## src/rtl/demux_lane_collector.sv

```systemverilog
// Collects bits from the four 1:4 demux lanes into per-lane W-bit words and
// streams completed words out through one valid/ready port, arbitrated round-robin.
module demux_lane_collector #(
  parameter int W         = 8,
  parameter bit LSB_FIRST = 1'b0
) (
  input  logic         clk,
  input  logic         rst_n,
  input  logic         in_valid,
  input  logic [1:0]   sel,
  input  logic         a,
  input  logic         b,
  input  logic         c,
  input  logic         d,
  input  logic         clr_ovf,
  output logic         out_valid,
  input  logic         out_ready,
  output logic [W-1:0] out_data,
  output logic [1:0]   out_chan,
  output logic [3:0]   overflow
);

  localparam int CW = (W > 2) ? $clog2(W) : 1;
  localparam logic [CW-1:0] LAST = CW'(W - 1);

  logic [W-1:0]  r_sr [4];
  logic [CW-1:0] r_cnt [4];
  logic [3:0]    r_full;
  logic [1:0]    r_ptr;
  logic          r_out_valid;
  logic [W-1:0]  r_out_data;
  logic [1:0]    r_out_chan;
  logic [3:0]    r_ovf;

  logic       w_bit;
  logic       w_load;
  logic       w_gnt_vld;
  logic [1:0] w_gnt;
  logic [1:0] w_idx;
  logic [3:0] w_deq;
  logic [3:0] w_acc;
  logic [3:0] w_drop;

  assign out_valid = r_out_valid;
  assign out_data  = r_out_data;
  assign out_chan  = r_out_chan;
  assign overflow  = r_ovf;

  always_comb begin
    w_bit = 1'b0;
    case (sel)
      2'd0:    w_bit = a;
      2'd1:    w_bit = b;
      2'd2:    w_bit = c;
      default: w_bit = d;
    endcase
  end

  assign w_load = !r_out_valid || out_ready;

  // First full lane at or after the pointer, scanning cyclically.
  always_comb begin
    w_gnt_vld = 1'b0;
    w_gnt     = r_ptr;
    w_idx     = r_ptr;
    for (int i = 0; i < 4; i++) begin
      w_idx = r_ptr + 2'(i);
      if (!w_gnt_vld && r_full[w_idx]) begin
        w_gnt_vld = 1'b1;
        w_gnt     = w_idx;
      end
    end
  end

  // A full lane being dequeued this cycle can take the incoming bit as the first bit of its next word.
  always_comb begin
    w_deq  = '0;
    w_acc  = '0;
    w_drop = '0;
    for (int l = 0; l < 4; l++) begin
      w_deq[l]  = w_load && w_gnt_vld && (w_gnt == 2'(l));
      w_acc[l]  = in_valid && (sel == 2'(l)) && (!r_full[l] || w_deq[l]);
      w_drop[l] = in_valid && (sel == 2'(l)) && r_full[l] && !w_deq[l];
    end
  end

  always_ff @(posedge clk or negedge rst_n) begin
    if (!rst_n) begin
      for (int l = 0; l < 4; l++) begin
        r_sr[l]  <= '0;
        r_cnt[l] <= '0;
      end
      r_full <= '0;
    end else begin
      for (int l = 0; l < 4; l++) begin
        if (w_deq[l]) r_full[l] <= 1'b0;
        if (w_acc[l]) begin
          if (LSB_FIRST) r_sr[l] <= {w_bit, r_sr[l][W-1:1]};
          else           r_sr[l] <= {r_sr[l][W-2:0], w_bit};
          if (r_cnt[l] == LAST) begin
            r_cnt[l]  <= '0;
            r_full[l] <= 1'b1;
          end else begin
            r_cnt[l] <= r_cnt[l] + 1'b1;
          end
        end
      end
    end
  end

  always_ff @(posedge clk or negedge rst_n) begin
    if (!rst_n) begin
      r_out_valid <= 1'b0;
      r_out_data  <= '0;
      r_out_chan  <= '0;
      r_ptr       <= '0;
    end else if (w_load) begin
      if (w_gnt_vld) begin
        r_out_valid <= 1'b1;
        r_out_data  <= r_sr[w_gnt];
        r_out_chan  <= w_gnt;
        r_ptr       <= w_gnt + 2'd1;
      end else begin
        r_out_valid <= 1'b0;
      end
    end
  end

  // A fresh drop wins over a simultaneous clear.
  always_ff @(posedge clk or negedge rst_n) begin
    if (!rst_n) r_ovf <= '0;
    else        r_ovf <= (clr_ovf ? 4'b0 : r_ovf) | w_drop;
  end

endmodule
```

## config.mk

```make
export PLATFORM = sky130hd
export DESIGN_NAME = demux_lane_collector
export DESIGN_NICKNAME = d
export VERILOG_FILES = /design/src/rtl/demux_lane_collector.sv
export SDC_FILE = /design/constraint.sdc
export NUM_CORES = 1
export LEC_CHECK = 0
export ABC_AREA = 1
export CAP_MARGIN = 20
export CORE_ASPECT_RATIO = 1.2
export CORE_MARGIN = 5
export CORE_UTILIZATION = 48
export CTS_CLUSTER_DIAMETER = 30
export CTS_CLUSTER_SIZE = 25
export DETAILED_ROUTE_END_ITERATION = 8
export PLACE_DENSITY = 0.73
export SLEW_MARGIN = 10
export SYNTH_ARGS = -nofsm -noshare
export SYNTH_HDL_FRONTEND = slang
export SYNTH_SLANG_ARGS = --single-unit
```

## constraint.sdc

```tcl
create_clock -name clk -period 4.04 [get_ports clk]
set_input_delay 0.808 -clock clk [delete_from_list [all_inputs] [get_ports clk]]
set_output_delay 0.808 -clock clk [all_outputs]
set_load 0.05 [all_outputs]
```

==> flow_summary.ini <==
[grt]
grt_pass1_vias = 2709
grt_max_degree = 41
grt_use_total = 0.1830
grt-ovfl-total = 0
grt_pass1_wl_um = 13220
use_met1 = 0.2535
antenna_found_initial = 0
busiest_layer = met2
met2_usage = 0.2796
use_met3 = 0.03892

[route]
viasPerCell = 5.287
first_pass_iters = 5
post_drt_wl_per_cell_um = 14.15
ant_nets = 0
wl_um = 7937
drt_first_iter_violations = 191
dr_total_vias = 2966
drc_errors = 0

[final_layout]
antenna_cells = 0
drive_gt1_frac = 0.1231
fillers = 660
area_growth_syn_to_layout_pct = 13.30
final_common_cell = nand2_1
final_cell_mix = nand2_1, nand3_1, dfrtp_1, nand2_2, clkdlybuf4s50_1
instances_no_fill = 561
nets = 485
final_area_mm2 = 0.003975

[place]
placedCellCount = 545
dp_hpwl_um = 5764
numPortBuffers = 25
placed_area_mm2 = 0.003767
pre_cts_ws_ps = 1299
gp_congestion = 0.8915

[logic_synthesis]
yosysTopAreaCell = dfrtp_1
synth-seq-cells = 65
synth_area_leaders = dfrtp_1, nand2_1, nand3_1
synth.distinct_cells = 26
avgSynthCellArea_um2 = 7.902
syn_inst = 444
synth_top_area_share = 0.4636
synth-seq-area-share = 0.4636
netlist_area_mm2 = 0.003508
syn-num-nets = 463
yosysWarnings = 0

[worst_setup_path]
ff2ff_setup_slack_ps = 1220
critPathKind = reg -> reg
crit_slowest_cell = dfrtp_1
crit-reg2reg-launch = r_ptr[0]
cpMostUsedCell = nand2_1
worstPathArrival_ps = 3060
reg2regPathDepth = 14
crit_chain = inv_2 > nand2_1 > nand2_2 > nand2_1 > nand2_4 > nand4_4 > inv_1 > nand2_1 > nand2_1 > nand2_2 > nand2_2 > nand2_2 > nand2_1 > nand2_1
max_stage_delay_ps = 530
crit_fanout = 15
critPathLaunchType = flop
cp-endpoint = r_sr[1]
rr_endpoint = r_sr[1]
cp-end-kind = flop
required_ps = 4280
cp-startpoint = r_ptr[0]

[clock_network]
clock_sinks = 65
cts_hold_buf = 0
cts_tree = built
clk_path_buf_depth = 2
cts_setup_buffers = 0
clkTransAtPathRegs_ps = 70
htreeDepth = 3
cts_resized = 0
cts_made_buffers = 9
cts_root_buf = clkbuf_8
insertion_delay_ps = 340

[min_path]
min-delay-start = r_cnt[10]
hold_class = reg -> reg

[status]
status = finished clean

[sta]
drv_slew = 0
setup-tns-final_ps = 0
finalHoldViolCount = 0
finalSetupViolCount = 0
post-route-min-period_ps = 2823
fin_skew_ps = 10.14
tightest_slew_ps = 884.0
relSlewSlack = 0.4106
grt_setup_unrepaired = no
period_share = 0.6987
fmax_ghz = 0.3543
layout_setup_ws_ps = 1217

[floorplanning]
pin_count = 26
row_count = 34
fp.dieH_um = 103.7
die_w_um = 88.05
core_area_mm2 = 0.007189
start_util = 0.4880
dieArea_mm2 = 0.009126

[power]
p_leak_uw = 0.002084
ir_drop_uv = 454.8
p_per_area_mw_per_mm2 = 827.9

[run]
maxCapViolCount = 0
==> critical path: cells and delay by family (launching register included) <==
family                 cells  cell delay, ps
and+or+nand+nor           12            1780
buffers and inverters      2             380
DFF                        1             530
==> cell type report <==
cell class / instances / area, µm² / area share
inverters: 17 / 66.31 / 0.01668
repair buffers: 30 / 282.8 / 0.07114
flip-flops and latches: 65 / 1627 / 0.4092
well taps: 90 / 112.6 / 0.02833
clock inverters: 2 / 35.03 / 0.008813
clock buffers: 14 / 172.7 / 0.04344
multi-input cells: 343 / 1679 / 0.4224
==> logic make-up after synthesis <==
logic type / after synthesis / share of synthesized area
simple gates: 326 / 0.4322
flops: 65 / 0.4636
buf+inv: 36 / 0.05777
compound gates: 9 / 0.01783
fa+ha+maj: 8 / 0.02853
==> how the worst min path moves through the flow <==
stage           endpoint  slack [ps]  cells after the start
3_3_place_gp    r_cnt[1]         460                      2
4_1_cts        r_cnt[10]         480                      2
5_1_grt         r_cnt[1]         510                      2
3_5_place_dp   r_cnt[10]         470                      2
2_1_floorplan   r_sr[23]         440                      2
6_report       r_cnt[10]         480                      2
==> cell usage after synthesis (all sizes together) <==
library cell / number
or2: 1
nand4: 9
o21bai: 1
nor2: 15
inv: 17
ha: 8
nor3: 4
a31oi: 1
dfrtp: 65
o21ai: 6
nand3: 80
nand2: 217
buf: 15
clkbuf: 4
o211ai: 1
==> state kept, by name, summed over array words and instances (netlist names) <==
signal,cells
out_valid,1
r_ptr,2
overflow,4
out_chan,2
r_cnt,12
r_full,4
out_data,8
r_sr,32
==> routing by layer <==
layer  part of all wire  up-vias
li1                   -     1482
met1               0.46     1414
met2               0.48       58
met3              0.042       12
met4              0.018        0
met5                  0        -
==> through the flow <==
step	hold WS (ps)	total power, µW	util
2_1_floorplan	442.2	2358	-
3_3_place_gp	459.8	2672	0.5240
3_5_place_dp	468.6	2715	0.5240
4_1_cts	484.1	3292	0.5529
5_1_grt	507.2	3529	0.5529
6_report	476.3	3291	0.5529
==> report_power, final <==
part / switching, µW / internal, µW
registers: 238 / 909
logic: 1070 / 489
clock network: 245 / 335
No activity file was read; power rests on OpenSTA's default activity.
